`src/rtl/hart.sv`:
```
// Single-cycle RV32I hart: one instruction fetched, executed and retired per clock,
// with a retire port describing every instruction as it completes.
module hart #(
  parameter logic [31:0] RESET_ADDR = 32'h0
) (
  input  logic        i_clk,
  input  logic        i_rst,
  output logic [31:0] o_imem_raddr,
  input  logic [31:0] i_imem_rdata,
  output logic [31:0] o_dmem_addr,
  output logic        o_dmem_ren,
  output logic        o_dmem_wen,
  output logic [31:0] o_dmem_wdata,
  output logic [3:0]  o_dmem_mask,
  input  logic [31:0] i_dmem_rdata,
  output logic        o_retire_valid,
  output logic [31:0] o_retire_inst,
  output logic        o_retire_trap,
  output logic        o_retire_halt,
  output logic [4:0]  o_retire_rs1_raddr,
  output logic [4:0]  o_retire_rs2_raddr,
  output logic [31:0] o_retire_rs1_rdata,
  output logic [31:0] o_retire_rs2_rdata,
  output logic [4:0]  o_retire_rd_waddr,
  output logic [31:0] o_retire_rd_wdata,
  output logic [31:0] o_retire_pc,
  output logic [31:0] o_retire_next_pc
);

  logic [31:0] pc_q, pc_d;
  logic        halted_q, halted_d;

  logic [31:0] inst;
  logic [6:0]  opcode, funct7;
  logic [2:0]  funct3;
  logic [31:0] imm_i, imm_s, imm_b, imm_u, imm_j;
  logic [31:0] rs1_data, rs2_data, pc_plus4, mem_addr, shifted, load_val;
  logic [31:0] rd_val, target, next_pc;
  logic [3:0]  lane_mask;
  logic        illegal, misaligned, trap, rd_we, is_load, is_store, is_ebreak, taken;
  logic        active, commit, rf_we, mem_ok;

  assign inst     = i_imem_rdata;
  assign opcode   = inst[6:0];
  assign funct3   = inst[14:12];
  assign funct7   = inst[31:25];
  assign imm_i    = {{20{inst[31]}}, inst[31:20]};
  assign imm_s    = {{20{inst[31]}}, inst[31:25], inst[11:7]};
  assign imm_b    = {{19{inst[31]}}, inst[31], inst[7], inst[30:25], inst[11:8], 1'b0};
  assign imm_u    = {inst[31:12], 12'b0};
  assign imm_j    = {{11{inst[31]}}, inst[31], inst[19:12], inst[20], inst[30:21], 1'b0};
  assign pc_plus4 = pc_q + 32'd4;
  assign mem_addr = rs1_data + ((opcode == 7'b0100011) ? imm_s : imm_i);

  hart_rf rf (
    .i_clk      (i_clk),
    .i_rst      (i_rst),
    .i_rs1_addr (inst[19:15]),
    .i_rs2_addr (inst[24:20]),
    .o_rs1_data (rs1_data),
    .o_rs2_data (rs2_data),
    .i_we       (rf_we),
    .i_waddr    (inst[11:7]),
    .i_wdata    (rd_val)
  );

  function automatic logic [31:0] alu(input logic [31:0] a, input logic [31:0] b,
                                      input logic [2:0] f3, input logic alt);
    case (f3)
      3'b000:  alu = alt ? a - b : a + b;
      3'b001:  alu = a << b[4:0];
      3'b010:  alu = {31'b0, $signed(a) < $signed(b)};
      3'b011:  alu = {31'b0, a < b};
      3'b100:  alu = a ^ b;
      3'b101:  alu = alt ? $unsigned($signed(a) >>> b[4:0]) : a >> b[4:0];
      3'b110:  alu = a | b;
      default: alu = a & b;
    endcase
  endfunction

  // Load lane extraction: shift the addressed byte/halfword down to bit 0.
  always_comb begin
    shifted = i_dmem_rdata >> {mem_addr[1:0], 3'b000};
    case (funct3)
      3'b000:  load_val = {{24{shifted[7]}}, shifted[7:0]};
      3'b001:  load_val = {{16{shifted[15]}}, shifted[15:0]};
      3'b100:  load_val = {24'b0, shifted[7:0]};
      3'b101:  load_val = {16'b0, shifted[15:0]};
      default: load_val = shifted;
    endcase
  end

  always_comb begin
    illegal   = 1'b0;
    rd_we     = 1'b0;
    rd_val    = '0;
    is_load   = 1'b0;
    is_store  = 1'b0;
    is_ebreak = 1'b0;
    taken     = 1'b0;
    target    = pc_q + imm_b;
    case (opcode)
      7'b0110111: begin rd_we = 1'b1; rd_val = imm_u; end
      7'b0010111: begin rd_we = 1'b1; rd_val = pc_q + imm_u; end
      7'b1101111: begin
        rd_we = 1'b1; rd_val = pc_plus4; taken = 1'b1; target = pc_q + imm_j;
      end
      7'b1100111: begin
        illegal = (funct3 != 3'b000);
        rd_we = 1'b1; rd_val = pc_plus4; taken = 1'b1;
        target = (rs1_data + imm_i) & ~32'd1;
      end
      7'b1100011: begin
        case (funct3)
          3'b000:  taken = (rs1_data == rs2_data);
          3'b001:  taken = (rs1_data != rs2_data);
          3'b100:  taken = ($signed(rs1_data) < $signed(rs2_data));
          3'b101:  taken = ($signed(rs1_data) >= $signed(rs2_data));
          3'b110:  taken = (rs1_data < rs2_data);
          3'b111:  taken = (rs1_data >= rs2_data);
          default: illegal = 1'b1;
        endcase
      end
      7'b0000011: begin
        is_load = 1'b1; rd_we = 1'b1; rd_val = load_val;
        illegal = (funct3 == 3'b011) || (funct3[2:1] == 2'b11);
      end
      7'b0100011: begin
        is_store = 1'b1;
        illegal = funct3[2] || (funct3[1:0] == 2'b11);
      end
      7'b0010011: begin
        illegal = ((funct3 == 3'b001) && (funct7 != 7'h00)) ||
                  ((funct3 == 3'b101) && (funct7 != 7'h00) && (funct7 != 7'h20));
        rd_we = 1'b1;
        rd_val = alu(rs1_data, imm_i, funct3, (funct3 == 3'b101) && inst[30]);
      end
      7'b0110011: begin
        illegal = !((funct7 == 7'h00) ||
                    ((funct7 == 7'h20) && ((funct3 == 3'b000) || (funct3 == 3'b101))));
        rd_we = 1'b1;
        rd_val = alu(rs1_data, rs2_data, funct3, inst[30]);
      end
      7'b0001111: illegal = (funct3 != 3'b000);
      7'b1110011: begin
        if (inst == 32'h00100073) is_ebreak = 1'b1;
        else if (inst != 32'h00000073) illegal = 1'b1;
      end
      default: illegal = 1'b1;
    endcase
  end

  // Alignment faults only count for accesses and control transfers that actually happen.
  always_comb begin
    misaligned = 1'b0;
    lane_mask  = 4'b1111;
    if (is_load || is_store) begin
      case (funct3[1:0])
        2'b00:   lane_mask = 4'b0001 << mem_addr[1:0];
        2'b01:   begin lane_mask = 4'b0011 << mem_addr[1:0]; misaligned = mem_addr[0]; end
        default: misaligned = |mem_addr[1:0];
      endcase
    end
    if (taken && (|target[1:0])) misaligned = 1'b1;
  end

  assign trap    = illegal || misaligned;
  assign active  = !i_rst && !halted_q;
  assign commit  = active && !trap && !is_ebreak;
  assign rf_we   = commit && rd_we && (inst[11:7] != 5'd0);
  assign mem_ok  = active && !trap;
  assign next_pc = (trap || is_ebreak) ? pc_q : (taken ? target : pc_plus4);

  always_comb begin
    pc_d     = pc_q;
    halted_d = halted_q;
    if (active) begin
      pc_d     = next_pc;
      halted_d = trap || is_ebreak;
    end
  end

  always_ff @(posedge i_clk) begin
    if (i_rst) begin
      pc_q     <= RESET_ADDR;
      halted_q <= 1'b0;
    end else begin
      pc_q     <= pc_d;
      halted_q <= halted_d;
    end
  end

  assign o_imem_raddr       = pc_q;
  assign o_dmem_addr        = {mem_addr[31:2], 2'b00};
  assign o_dmem_ren         = mem_ok && is_load;
  assign o_dmem_wen         = mem_ok && is_store;
  assign o_dmem_wdata       = rs2_data << {mem_addr[1:0], 3'b000};
  assign o_dmem_mask        = (o_dmem_ren || o_dmem_wen) ? lane_mask : 4'b0000;
  assign o_retire_valid     = active;
  assign o_retire_inst      = inst;
  assign o_retire_trap      = active && trap;
  assign o_retire_halt      = !i_rst && (halted_q || trap || is_ebreak);
  assign o_retire_rs1_raddr = inst[19:15];
  assign o_retire_rs2_raddr = inst[24:20];
  assign o_retire_rs1_rdata = rs1_data;
  assign o_retire_rs2_rdata = rs2_data;
  assign o_retire_rd_waddr  = rf_we ? inst[11:7] : 5'd0;
  assign o_retire_rd_wdata  = rf_we ? rd_val : 32'd0;
  assign o_retire_pc        = pc_q;
  assign o_retire_next_pc   = active ? next_pc : pc_q;

endmodule

// Architectural register file; x0 is forced to zero on read.
module hart_rf (
  input  logic        i_clk,
  input  logic        i_rst,
  input  logic [4:0]  i_rs1_addr,
  input  logic [4:0]  i_rs2_addr,
  output logic [31:0] o_rs1_data,
  output logic [31:0] o_rs2_data,
  input  logic        i_we,
  input  logic [4:0]  i_waddr,
  input  logic [31:0] i_wdata
);

  logic [31:0] mem [0:31];

  always_ff @(posedge i_clk) begin
    if (i_rst) begin
      for (int i = 0; i < 32; i++) mem[i] <= '0;
    end else if (i_we) begin
      mem[i_waddr] <= i_wdata;
    end
  end

  assign o_rs1_data = (i_rs1_addr == 5'd0) ? 32'd0 : mem[i_rs1_addr];
  assign o_rs2_data = (i_rs2_addr == 5'd0) ? 32'd0 : mem[i_rs2_addr];

endmodule

```
`config.mk`:
```
export PLATFORM = sky130hd
export DESIGN_NAME = hart
export DESIGN_NICKNAME = d
export VERILOG_FILES = /design/src/rtl/hart.sv
export SDC_FILE = /design/constraint.sdc
export NUM_CORES = 2
export LEC_CHECK = 0
export CAP_MARGIN = 20
export CORE_ASPECT_RATIO = 0.5
export CORE_MARGIN = 2
export CORE_UTILIZATION = 40
export CTS_BUF_LIST = sky130_fd_sc_hd__clkbuf_4 sky130_fd_sc_hd__clkbuf_8
export CTS_CLUSTER_DIAMETER = 30
export CTS_CLUSTER_SIZE = 20
export DETAILED_ROUTE_END_ITERATION = 8
export PLACE_DENSITY = 0.64
export SYNTH_ARGS = -nofsm -noshare
export SYNTH_HDL_FRONTEND = slang
export SYNTH_SLANG_ARGS = --single-unit
```
`constraint.sdc`:
```
create_clock -name i_clk -period 13.7 [get_ports i_clk]
set_clock_uncertainty 0.05 [all_clocks]
set_input_delay 2.055 -clock i_clk [delete_from_list [all_inputs] [get_ports i_clk]]
set_output_delay 2.055 -clock i_clk [all_outputs]
set_load 0.02 [all_outputs]
```
After elaboration in Yosys (flattened, before gate mapping)
Memory sizes are Yosys's and may differ from the RTL's.
Cells that the tools add are included.
{"block": "word_totals", "mem_bits_rw": 1024, "mem_bits_ro": 0, "n_memories": 1, "inputBits": 66, "register_bits": 33, "latchBits": 0}
{"name": "rf.mem", "words": 32, "width": 32, "rd": 2, "rd_clocked_by_memory_dff": 0, "wr": 32, "line": "227", "source": "logic [31:0] mem [0:31];"}
{"block": "op_classes", "mul": 0, "magnitude_cmp": 6, "addsub": 9, "n_bitwise": 6, "div_mod_pow": 0, "reduce_logical": 47, "shift": 10, "mux": 42, "eq_ne": 27}
{"cell": "case mux 32 bit (7 select lines)", "n": 2}
{"cell": "2-to-1 mux 32 bit", "n": 11}
{"cell": "adder 32 bit", "n": 6}
{"cell": "case mux 32 bit (6 select lines)", "n": 1}
{"cell": "case mux 32 bit (4 select lines)", "n": 1}
{"cell": "< comparator 32 bit", "n": 3}
{"cell": "left shift 32 x 5 -> 32 bit", "n": 3}
{"cell": ">> shifter 32 x 5 -> 32 bit", "n": 3}
{"cell": "AND 32 bit", "n": 2}
{"cell": ">= comparator 32 bit", "n": 2}
{"cell": "bitwise OR 32 bit", "n": 2}
{"cell": "case mux 32 bit (2 select lines)", "n": 1}
{"cell": ">>> shifter 32 x 5 -> 32 bit", "n": 2}
{"cell": "subtractor 32 bit", "n": 2}
{"cell": "XOR 32 bit", "n": 2}
{"cell": "adder 32 x 3 -> 32 bit (second input constant)", "n": 1}
{"cell": "equality test 32 x 21 -> 1 bit (second input constant)", "n": 1}
{"cell": "equality test 32 bit", "n": 1}
{"cell": "< comparator 32 x 12 -> 1 bit", "n": 1}
{"cell": "!= test 32 bit", "n": 1}
{"cell": "!= test 32 x 7 -> 1 bit (second input constant)", "n": 1}
{"cell": "OR reduction 32 bit", "n": 1}
{"cell": "equality test 7 x 6 -> 1 bit (second input constant)", "n": 4}
{"cell": "equality test 7 bit (second input constant)", "n": 4}
{"cell": "other kinds (32)", "n": 89}

Longest topological paths before layout
{"block": "logic_depth", "depth_word": 18, "mapped_depth": 31}

By module
A second synthesis with hierarchy kept.
{"block": "unflattened", "cells_unflattened": 7254, "hier_area_um2": 80174.4}
{"mod": "hart_rf", "instances": 1, "area_per_inst_um2": 54438.5, "cells_each": 3555}
{"mod": "hart", "instances": 1, "area_per_inst_um2": 25735.9, "cells_each": 3699}

Least setup slack after synthesis
No wires, ideal clock.
{"block": "synth_timing", "path_type": "input port to output port", "from": "input i_imem_rdata[21]", "to": "output o_retire_next_pc[25]", "path_buffers": 12, "arrival_time_ns": 9.068, "slack_ns": 2.527, "stages": 26, "path_cell_list": "buf_2 > buf_2 > buf_2 > buf_2 > clkbuf_1 > buf_2 > buf_1 > clkbuf_1 > clkbuf_1 > mux4_2 > mux4_2 > a22oi_1 > ha_1 > clkbuf_1 > o21ai_0 > a211oi_1 > o211ai_1 > a21bo_2 > o2111a_1 > o41ai_1 > and2_0 > clkbuf_1 > buf_1 > a211oi_1 > a41o_1 > a21oi_1"}
{"block": "synth_via", "elab_chain_cells": 11, "word_cells_on_any_way": 34, "cone_classes": "add/sub: 3; order compare: 4; eq/ne: 4; mux: 16; reduce/logical: 6; memory: 1"}
{"item": "from (decl)", "line": "9", "source": "input logic [31:0] i_imem_rdata,"}
{"item": "memory (32 x 32 bit) / zero test 5 bit (equally long branches)"}
{"item": "2-to-1 mux 32 bit", "line": "238", "source": "assign o_rs2_data = (i_rs2_addr == 5'd0) ? 32'd0 : mem[i_rs2_addr];"}
{"item": ">= comparator 32 bit (tied with other cells)", "line": "120", "source": "3'b111: taken = (rs1_data >= rs2_data);"}
{"item": "case mux 1 bit (6 select lines)", "line": "114", "source": "case (funct3)"}
{"item": "case mux 1 bit (2 select lines)", "line": "102", "source": "case (opcode)"}
{"item": "logical AND 1 bit", "line": "164", "source": "if (taken && (|target[1:0])) misaligned = 1'b1;"}
{"item": "2-to-1 mux 1 bit", "line": "164"}
{"item": "logical OR 1 bit", "line": "167", "source": "assign trap = illegal || misaligned;"}
{"item": "logical OR 1 bit", "line": "172", "source": "assign next_pc = (trap || is_ebreak) ? pc_q : (taken ? target : pc_plus4);"}
{"item": "2-to-1 mux 32 bit (*)", "line": "172"}
{"item": "2-to-1 mux 32 bit (*)"}
{"item": "to (decl)", "line": "27", "source": "output logic [31:0] o_retire_next_pc"}
Mark *: on every way between the ends. The rest lies on a longest branch, timed or not.

Final worst setup path
{"block": "layout_timing", "from": "input i_imem_rdata[18]", "to": "output o_retire_next_pc[20]"}
{"block": "layout_via", "elab_chain_cells": 11, "word_cells_on_any_way": 33, "cone_classes": "add/sub: 3; order compare: 4; eq/ne: 4; mux: 15; reduce/logical: 6; memory: 1"}
{"item": "memory (32 x 32 bit) / zero test 5 bit (equally long branches)"}
{"item": "2-to-1 mux 32 bit", "line": "237", "source": "assign o_rs1_data = (i_rs1_addr == 5'd0) ? 32'd0 : mem[i_rs1_addr];"}
{"item": ">= comparator 32 bit (tied with other cells)", "line": "120"}
{"item": "case mux 1 bit (6 select lines) (tied with other cells)", "line": "114"}
{"item": "case mux 1 bit (2 select lines) (tied with other cells)", "line": "102"}
{"item": "logical AND 1 bit / 2-to-1 mux 1 bit (equally long branches)", "line": "164, 157"}
{"item": "2-to-1 mux 1 bit", "line": "164"}
{"item": "logical OR 1 bit", "line": "167"}
{"item": "logical OR 1 bit", "line": "172"}
{"item": "2-to-1 mux 32 bit (*)", "line": "172"}
{"item": "2-to-1 mux 32 bit (*)"}
Marked as above.

==> metrics.txt <==
status complete, no violations; area leader, netlist edfxtp_1; CTS buffer count 175; power share of the sequential group 36.3%; reg2reg start rf.mem[29][1]$_SDFFCE_PN0P_; I/O Pins around 380; critical register-to-register path endpoint rf.mem[30][8]$_SDFFCE_PN0P_; initial antenna violation count between 40 and 50; WS Path Type primary input to output port; CTS tree done; gr usage total a little over two fifths; Post-route DRC 0; RD Place Congestion around 1.1; min Tclk post-route 13.55 ns; hold path depth 2; most frequent CP cell buf_4; CP Data Required Time 11.60 ns; die width ~630 microns; post-synth top area share approximately two fifths; number of max-cap violations 0; Hold/Removal Path Class flip-flop to flip-flop; Slowest Stage Delay on Critical Path 1.05 ns; CP endpoint kind output port; EDFF count, synth a little over 1000; Rows ~120; CP max-delay cell o41ai_1; Distinct cells, synth 99; via/cell ratio ~7; FF-to-FF path depth 23; CTS sink count 1057; first-pass GRT wire length between 500 and 600 mm; logic gate share of total power 33.7%; Hold Buf Count CTS 0; vias in the first global route just under 70000; Final Cell Area 90520 sq um; routed wire length 436.5 mm; Hold Path Sink halted_q$_SDFFE_PP0P_; P_sw approximately 0.0039 W; Pre-Repair DR Iteration Count 8; Die H around 320 microns; P_int ~0.0063 W; DRT iter0 DRCs 14360; Placed Area approximately 87000 sq um; clk_lat worst skew about 0.96 ns; worst slack at placement between 0.6 and 0.7 ns; Ys Warns 0; final setup fails 0; leakage between 30 and 40 nW; Slew Viols, Final 0; post-CTS sizing 0; final hold vios 0; Design Power approximately 0.01 W; Fmax achieved ~74 MHz; Max rail drop VDD roughly 0.000075 V; CP top delay family compound AO/OA/AOI/OAI gates; postcts setup bufs 0; Worst slew margin a little over an eighth; hold_ws between 0.4 and 0.5 ns; leading cell type in the layout, fill and taps excluded nor2_1; register area share after synthesis around two fifths; Synth async-reset ratio 0%; clk buf depth 4; CP max FO 30; crit path launch type primary input; global route overflow 0; worst-margin pin slew 1.296 ns; Final Cycle Share a little over nine tenths; top_reg_cell synth edfxtp_1; largest net degree at the start of global routing 99; r2r setup slk 4.76 ns; vias post-DR 75620; final layout net count a little over 8000; synth top area cells edfxtp_1 (39%), mux4_2 (14%), nor2_1 (6.6%); Starting Density between 40 and 50%; total negative setup slack 0 ns; average size of a mapped cell around 10 sq um; most frequent cells in the layout nor2_1 (1374), edfxtp_1 (1024), mux4_2 (492); min-delay src halted_q$_SDFFE_PP0P_; hpwl dp between 300 and 400 mm; Power Density approximately 110 nW/um^2; register bit total from synthesis between 1000 and 1500; RSZ-0062 raised after global routing false; Buf/Inv on CP 7; CP cell instances clkdlybuf4s50_1 > buf_4 > and2_4 > a22o_1 > a2111oi_0 > buf_4 > nor3_2 > inv_1 > ha_1 > fa_1 > nor2b_1 > o31ai_1 > a211oi_1 > o211ai_1 > a21bo_2 > o2111a_1 > o41ai_1 > buf_4 > nand2_1 > buf_4 > or3_1 > a21oi_1 > a21o_1 > clkdlybuf4s50_1; clk slew on worst S/H paths about 0.06 ns; Die Area 201600 sq um; Synth Instances about 7700; antenna viol nets, final 0; htree depth 4; share of layout cells above drive strength 1 18.94%; I/O Buffers ~380; area delta synth->final 14.42%; Switching Fraction 37.95%; Core Region between 150000 and 200000 sq um; root buffer cell clkbuf_8; synthesized area approximately 79000 sq um; WL/cell roughly 41 microns; Final WS setup 0.1484 ns; Clock power frac a little under a third; CP arrival approximately 11 ns
-- cells in the mapped netlist (all sizes together), types with 44 or more instances --
cell type	n
nand3	146
a31oi	55
o211ai	67
xnor2	103
o22ai	134
mux4	492
and2	57
clkbuf	464
nor2	1404
o21ai	344
ha	249
a2111oi	60
nand2	432
a221oi	52
nor3	158
a22oi	88
nand2b	48
a21oi	473
edfxtp	1024
a211oi	77
buf	314
nor2b	44
inv	171
o21bai	45
nor4	81
mux2i	312
a22o	105
a21o	77
-- worst register-to-register path, cell delays in order (launching register included) --
cell and delay, ns:
edfxtp_1 0.40, mux4_2 0.53, a22o_1 0.26, a2111oi_1 0.92, buf_4 0.26, nor3_2 0.12, inv_1 0.40, fa_1 0.35
nor2b_1 0.09, o31ai_1 0.48, a211oi_1 0.28, o211ai_1 0.40, a21bo_2 0.25, a211oi_1 0.10, nor4_1 0.47, buf_4 0.24
or2_2 0.12, buf_4 0.25, and3_2 0.36, buf_4 0.49, nand3_2 0.13, buf_4 0.34, nand2_2 0.83, buf_4 0.47
-- cell families after synthesis --
logic type	share of synthesized area, %
simple gates	14.27
compound gates	16.51
flops	39.70
buf+inv	5.491
mux	18.35
fa+ha+maj	4.115
xor+xnor	1.550
other cells	0.004740
-- per-stage QoR --
stage / utilization (%) / instances
floorplan: - / 7741
global placement: 43.99 / 10370
detailed placement: 44.07 / 10380
CTS: 45.96 / 10690
global route: 46.03 / 10700
finish: 46.05 / 10720
-- power by group through the flow --
| stage | logic [W] | registers (W) | clock network [W] |
|---|---|---|---|
| finish | 0.00345 | 0.00370 | 0.00306 |
| global route | 0.00346 | 0.00371 | 0.00320 |
| CTS | 0.00324 | 0.00370 | 0.00306 |
| detailed placement | 0.00323 | 0.00377 | 0 |
| global placement | 0.00324 | 0.00376 | 0 |
| floorplan | 0.00177 | 0.00375 | 0 |
-- worst max path at each step --
| stage | slack, ns | endpoint | from | cells past startpoint |
|---|---|---|---|---|
| 6_report | 0.15 | o_retire_next_pc[20] | i_imem_rdata[18] | 24 |
| 5_1_grt | 0.32 | o_retire_next_pc[17] | i_imem_rdata[18] | 23 |
| 4_1_cts | 0.64 | o_retire_next_pc[20] | i_imem_rdata[18] | 24 |
| 3_5_place_dp | 0.65 | o_retire_next_pc[20] | i_imem_rdata[18] | 24 |
| 3_3_place_gp | 0.81 | o_retire_next_pc[2] | i_imem_rdata[18] | 24 |
| 2_1_floorplan | 2.53 | o_retire_next_pc[25] | i_imem_rdata[21] | 26 |
-- cell type report --
type	instances	area [sq um]
inverter	176	665.6
antenna	20	50.05
timing repair buffer	797	7166
multi-input combinational	5730	44230
fill	18370	106000
clock inverter	106	1050
clock buffer	202	2655
sequential	1057	31410
tap	2632	3293
-- routing by layer --
| metal | global-route usage (%) | up-vias | wire length, microns |
|---|---|---|---|
| met4 | 22.28 | 52 | 28700 |
| met5 | 0.3783 | - | 430 |
| met2 | 57.32 | 6585 | 173700 |
| met3 | 17.63 | 1250 | 69710 |
| li1 | - | 29750 | - |
| met1 | 56.40 | 37980 | 164000 |
-- flip-flops by register name, summed over array words and instances (netlist names) --
register,cells
rf.mem,1024
o_imem_raddr,32
halted_q,1
Note: power is estimated with default switching activity, not from simulation.
